[config.mk]
export PLATFORM = sky130hd
export DESIGN_NAME = evict_write_buffer
export DESIGN_NICKNAME = d
export VERILOG_FILES = /design/src/rtl/lc3b_types.sv /design/src/rtl/ewb_control.sv /design/src/rtl/evict_write_buffer.sv
export SDC_FILE = /design/constraint.sdc
export NUM_CORES = 1
export LEC_CHECK = 0
export BUFFER_PORTS_ARGS = -buffer_cell sky130_fd_sc_hd__buf_2
export CORE_MARGIN = 2
export CORE_UTILIZATION = 35
export CTS_BUF_LIST = sky130_fd_sc_hd__clkbuf_4
export DETAILED_ROUTE_END_ITERATION = 16
export GPL_TIMING_DRIVEN = 1
export PLACE_DENSITY = 0.6
export REMOVE_ABC_BUFFERS = 1
export SLEW_MARGIN = 0
export SYNTH_ARGS = -nofsm -noshare
export SYNTH_HDL_FRONTEND = slang
export SYNTH_HIERARCHICAL = 1
export SYNTH_SLANG_ARGS = --single-unit
export TNS_END_PERCENT = 1
[constraint.sdc]
create_clock -name clk -period 2.1 [get_ports clk]
set_input_delay 0.42 -clock clk [delete_from_list [all_inputs] [get_ports clk]]
set_output_delay 0.42 -clock clk [all_outputs]
set_load 0.02 [all_outputs]
[src/rtl/lc3b_types.sv]
// Shared LC-3b widths and the evict write buffer state encoding.
package lc3b_types;

  localparam int unsigned WORD_W  = 16;
  localparam int unsigned LINE_W  = 128;
  localparam int unsigned TAG_LSB = 4;

  typedef logic [WORD_W-1:0] lc3b_word;
  typedef logic [LINE_W-1:0] l1_cache_line;

  typedef enum logic [1:0] {
    IDLE    = 2'd0,
    RD_PMEM = 2'd1,
    DRAIN   = 2'd2,
    DONE    = 2'd3
  } ewb_state_t;

  // Two addresses fall in the same cache line when bits [15:4] agree.
  function automatic logic tag_eq(input lc3b_word a, input lc3b_word b);
    return a[WORD_W-1:TAG_LSB] == b[WORD_W-1:TAG_LSB];
  endfunction

endpackage

[src/rtl/ewb_control.sv]
// Sequencing FSM for the evict write buffer; datapath strobes are _c outputs.
// Build option EWB_READ_HIT_EN: serve line-matching reads from the buffer.
module ewb_control
  import lc3b_types::*;
(
  input  logic clk,
  input  logic rst_n,
  input  logic i_read,
  input  logic i_write,
  input  logic i_valid,
  input  logic i_hit,
  input  logic i_pmem_resp,
  output logic o_pmem_read,
  output logic o_pmem_write,
  output logic o_resp,
  output logic o_capture_c,
  output logic o_rdata_ld_c,
  output logic o_clear_c,
  output logic o_rd_addr_ld_c,
  output logic o_drain_ld_c
);

  ewb_state_t r_state;
  ewb_state_t w_next;
  logic       w_resp;
  logic       r_pmem_read;
  logic       r_pmem_write;
  logic       r_resp;

  // State and registered handshake outputs.
  always_ff @(posedge clk) begin
    if (!rst_n) begin
      r_state      <= IDLE;
      r_pmem_read  <= 1'b0;
      r_pmem_write <= 1'b0;
      r_resp       <= 1'b0;
    end else begin
      r_state      <= w_next;
      r_pmem_read  <= (w_next == RD_PMEM);
      r_pmem_write <= (w_next == DRAIN);
      r_resp       <= w_resp;
    end
  end

  always_comb begin
    w_next         = r_state;
    w_resp         = 1'b0;
    o_capture_c    = 1'b0;
    o_rdata_ld_c   = 1'b0;
    o_clear_c      = 1'b0;
    o_rd_addr_ld_c = 1'b0;
    o_drain_ld_c   = 1'b0;
    unique case (r_state)
      IDLE: begin
        // Reads win over simultaneous writes; the write is dropped.
        if (i_read) begin
          if (i_hit) begin
`ifdef EWB_READ_HIT_EN
            o_rdata_ld_c = 1'b1;
            w_resp       = 1'b1;
            w_next       = DONE;
`else
            o_drain_ld_c = 1'b1;
            w_next       = DRAIN;
`endif
          end else begin
            o_rd_addr_ld_c = 1'b1;
            w_next         = RD_PMEM;
          end
        end else if (i_write) begin
          if (i_valid) begin
            o_drain_ld_c = 1'b1;
            w_next       = DRAIN;
          end else begin
            o_capture_c = 1'b1;
            w_resp      = 1'b1;
            w_next      = DONE;
          end
        end else if (i_valid) begin
          o_drain_ld_c = 1'b1;
          w_next       = DRAIN;
        end
      end
      RD_PMEM: begin
        if (i_pmem_resp) begin
          o_rdata_ld_c = 1'b1;
          w_resp       = 1'b1;
          w_next       = DONE;
        end
      end
      DRAIN: begin
        if (i_pmem_resp) begin
          o_clear_c = 1'b1;
          w_next    = IDLE;
        end
      end
      DONE: begin
        // Wait out the arbiter's late request drop before accepting again.
        if (!i_read && !i_write) w_next = IDLE;
      end
      default: w_next = IDLE;
    endcase
  end

  assign o_pmem_read  = r_pmem_read;
  assign o_pmem_write = r_pmem_write;
  assign o_resp       = r_resp;

endmodule

[src/rtl/evict_write_buffer.sv]
// Single-entry evict write buffer between L1 writebacks and physical memory.
// Build option EWB_READ_HIT_EN: forward buffered line on a read tag hit.
module evict_write_buffer
  import lc3b_types::*;
(
  input  logic         clk,
  input  logic         rst_n,
  input  logic         in_read,
  input  logic         in_write,
  input  lc3b_word     in_address,
  input  l1_cache_line in_wdata,
  output logic         out_resp,
  output l1_cache_line out_rdata,
  output logic         pmem_read,
  output logic         pmem_write,
  output lc3b_word     pmem_address,
  output l1_cache_line pmem_wdata,
  input  l1_cache_line pmem_rdata,
  input  logic         pmem_resp
);

  logic         r_valid;
  lc3b_word     r_addr;
  l1_cache_line r_line;
  l1_cache_line r_rdata;
  lc3b_word     r_pmem_address;
  l1_cache_line r_pmem_wdata;

  logic         w_hit;
  logic         w_capture;
  logic         w_rdata_ld;
  logic         w_clear;
  logic         w_rd_addr_ld;
  logic         w_drain_ld;
  l1_cache_line w_rdata_src;

  assign w_hit = r_valid && tag_eq(r_addr, in_address);

`ifdef EWB_READ_HIT_EN
  assign w_rdata_src = pmem_read ? pmem_rdata : r_line;
`else
  assign w_rdata_src = pmem_rdata;
`endif

  ewb_control u_ctrl (
    .clk            (clk),
    .rst_n          (rst_n),
    .i_read         (in_read),
    .i_write        (in_write),
    .i_valid        (r_valid),
    .i_hit          (w_hit),
    .i_pmem_resp    (pmem_resp),
    .o_pmem_read    (pmem_read),
    .o_pmem_write   (pmem_write),
    .o_resp         (out_resp),
    .o_capture_c    (w_capture),
    .o_rdata_ld_c   (w_rdata_ld),
    .o_clear_c      (w_clear),
    .o_rd_addr_ld_c (w_rd_addr_ld),
    .o_drain_ld_c   (w_drain_ld)
  );

  // Buffer entry, upstream read data and downstream request registers.
  always_ff @(posedge clk) begin
    if (!rst_n) begin
      r_valid        <= 1'b0;
      r_addr         <= '0;
      r_line         <= '0;
      r_rdata        <= '0;
      r_pmem_address <= '0;
      r_pmem_wdata   <= '0;
    end else begin
      if (w_capture) begin
        r_valid <= 1'b1;
        r_addr  <= in_address;
        r_line  <= in_wdata;
      end else if (w_clear) begin
        r_valid <= 1'b0;
      end
      if (w_rdata_ld) r_rdata <= w_rdata_src;
      if (w_rd_addr_ld) begin
        r_pmem_address <= in_address;
      end else if (w_drain_ld) begin
        r_pmem_address <= r_addr;
        r_pmem_wdata   <= r_line;
      end
    end
  end

  assign out_rdata    = r_rdata;
  assign pmem_address = r_pmem_address;
  assign pmem_wdata   = r_pmem_wdata;

endmodule

==> flow_metrics.tcl <==
set metrics [dict create \
    path_class "reg -> reg" \
    hold_class "in -> reg" \
    grt-ovfl-total 0 \
    drive_gt1_frac 0.3298 \
    cts.clk_slew.worst_paths_ns 0.07 \
    cts_buffers 110 \
    drt_iter0_drc 502 \
    finalMaxSlewViolations 0 \
    synth-seq-cells 422 \
    ios 552 \
    avgRoutedWirePerCell_um 16.76 \
    port_buffers 551 \
    setup.worst_path.start_class "register" \
    synth_area_sq_um 16140 \
    clockBufferDepth 3 \
    hold_slack_ns 0.1377 \
    cts-htree-levels 3 \
    syn_to_final_growth_pct 52.49 \
    clk_latency_ns 0.83 \
    layoutNonFillerInstCount 3180 \
    antenna_left 0 \
    violations "setup timing" \
    relSlewSlack 0.6420 \
    setup_viol 140 \
    cp.arrival_ns 3.03 \
    required_ns 2.85 \
    globalplace.congestion 0.8487 \
    fin_crit_ns 2.286 \
    dp_slack_ns -0.5905 \
    initial_core_util 0.3548 \
    grt_pass1_wl_um 78800 \
    rsz0062_at_grt "true" \
    worst_slew_pin_slew_ns 0.5370 \
    cts_tree "built" \
    num_rows 78 \
    grt_pass1_vias 14750 \
    fin_nets 2774 \
    die-area_sq_um 47840 \
    ys_types 34 \
    static-leakage-power_uw 0.01031 \
    grt_max_degree 89 \
    dp.cells 2697 \
    drc 0 \
    drtPass1Iterations 4 \
    dp_hpwl_um 35980 \
    fmax_mhz 437.4 \
    peakVddDrop_uv 513.4 \
    grt_use_total 0.2098 \
    status "finished with violations" \
    die_x_um 218.7 \
    ys_warn_count 6 \
    fp.dieH_um 218.7 \
    vias_per_cell 4.530 \
    clock-sinks 422 \
    vias 14410 \
    clock_skew_ns 0.03186 \
    crit_fanout 7 \
    pwr_density_cell_nw_per_um2 729.5 \
    end_kind "register" \
    routed_wl_um 53290 \
    grt_antenna_before_repair 11 \
    setup_slack_ns -0.1861 \
    ff2ff_setup_slack_ns -0.19 \
    avgSynthCellArea_sq_um 10.28 \
    yosysSeqAreaShare 0.5235 \
    maxCapViolations 0 \
    root_buffer "clkbuf_4" \
    post-route-period-util 1.089 \
    core_sq_um 45480 \
    synth_cells 1570 \
    hold_viol 0 \
]
per-stage QoR:
| stage | total power (uW) | TNS (ns) | cell area (sq um) | util |
|---|---|---|---|---|
| 4_1_cts | 18190 | -15.86 | 24250 | 0.5331 |
| 2_1_floorplan | 9907 | -2388.72 | 15540 | - |
| 6_report | 17950 | -17.76 | 24610 | 0.5410 |
| 3_5_place_dp | 10600 | -67.76 | 20030 | 0.4404 |
| 3_3_place_gp | 10570 | -62.45 | 20030 | 0.4404 |
| 5_1_grt | 18900 | -36.94 | 24600 | 0.5410 |
per-layer routing:
layer  vias to the layer above  routed length [um]  global-route usage
met2                       469               26730              0.3649
met5                         -                   0                   0
met3                       101                3978             0.07084
li1                       7100                   -                   -
met4                         0                1840              0.1104
met1                      6736               20740              0.2248
flip-flops by register name, summed over array words and instances (netlist names):
signal	flops
out_rdata	128
pmem_wdata	128
r_line	128
pmem_address	16
r_addr	16
u_ctrl/r_state	2
r_valid	1
u_ctrl/o_pmem_read	1
u_ctrl/o_pmem_write	1
u_ctrl/o_resp	1
critical path: stages, from the launching register on:
cell and delay (ns):
dfxtp_4 0.36, xnor2_2 0.11, nand4_1 0.15, nor4_2 0.32, buf_4 0.17, nor2b_2 0.04
and2b_2 0.19, and2b_4 0.33, clkbuf_16 0.21, clkbuf_16 0.16, nand2_1 0.06, a21boi_1 0.12
final cells by class:
class	instances	area [sq um]
multi-input combinational	1038	7178
clock inverter	17	118.9
sequential	422	8456
tap	600	750.7
inverter	1	3.754
clock buffer	166	1246
antenna	12	30.03
fill	4086	20870
timing repair buffer	924	6823
placed cells by master (no fill, tap or decap), types with 2 or more instances in the layout:
| master | n |
|---|---|
| dfxtp_1 | 418 |
| nor3_1 | 2 |
| dlygate4sd3_1 | 277 |
| o21ai_0 | 18 |
| and2_1 | 16 |
| xnor2_2 | 2 |
| buf_12 | 26 |
| nand2_1 | 272 |
| a21oi_1 | 2 |
| nor2_4 | 2 |
| clkbuf_4 | 166 |
| mux2i_1 | 290 |
| clkinv_2 | 2 |
| buf_16 | 2 |
| dfxtp_2 | 3 |
| a21boi_1 | 116 |
| and2b_2 | 2 |
| clkbuf_16 | 8 |
| buf_4 | 52 |
| bufinv_16 | 2 |
| diode_2 | 12 |
| xnor2_1 | 10 |
| a21boi_0 | 5 |
| buf_8 | 8 |
| clkinv_1 | 12 |
| a21boi_2 | 7 |
| buf_2 | 550 |
| nand4_1 | 2 |
| nor2b_1 | 273 |
Yosys cell counts (all sizes together):
master	n	area (sq um)
a211oi	1	7.510
a21boi	128	960.9
a21oi	2	10.01
and2	17	107.6
and2b	3	25.03
and3b	1	10.01
and4	1	8.760
and4bb	1	12.51
buf	63	421.7
clkbuf	46	172.7
dfxtp	422	8448
inv	1	3.750
mux2i	290	2903
nand2	274	1028
nand2b	1	6.260
nand3	1	5.000
nand4	2	12.51
nor2	3	11.26
nor2b	274	1714
nor3	2	10.01
nor3b	1	7.510
nor4	1	6.260
o21a	1	7.510
o21ai	18	90.09
o21bai	1	7.510
o32ai	1	16.27
or2	1	8.760
or3b	1	8.760
xnor2	12	105.1
kinds of logic after synthesis:
logic type,synth area share
and+or+nand+nor,0.1849
muxes,0.1799
DFF,0.5235
AOI/OAI and AO/OA,0.06816
xor gates and xnor gates,0.006513
buffers and inverters,0.03706
path summary, 6_finish.rpt:
kind              startpoint                  to  depth (start not counted)
setup / recovery  r_addr[11]     pmem_wdata[100]                         11
hold / removal     pmem_resp  u_ctrl/o_pmem_read                          4
setup reg to reg  r_addr[11]     pmem_wdata[100]                         11
hold reg to reg   r_line[98]      pmem_wdata[98]                          2
power by group:
part	internal [uW]	switching [uW]
clock	3790	3250
combinational	1340	1120
sequential	8300	157
what timing repair did:
item,CTS,global route
endpoints found under the setup margin,144,144
setup buffers,1,0
gates cloned,1,9
pin swaps,1,6
resized for setup,57,104
hold buffers,277,0
endpoints found under the hold margin,322,0
Note: power is estimated with default switching activity, not from simulation.
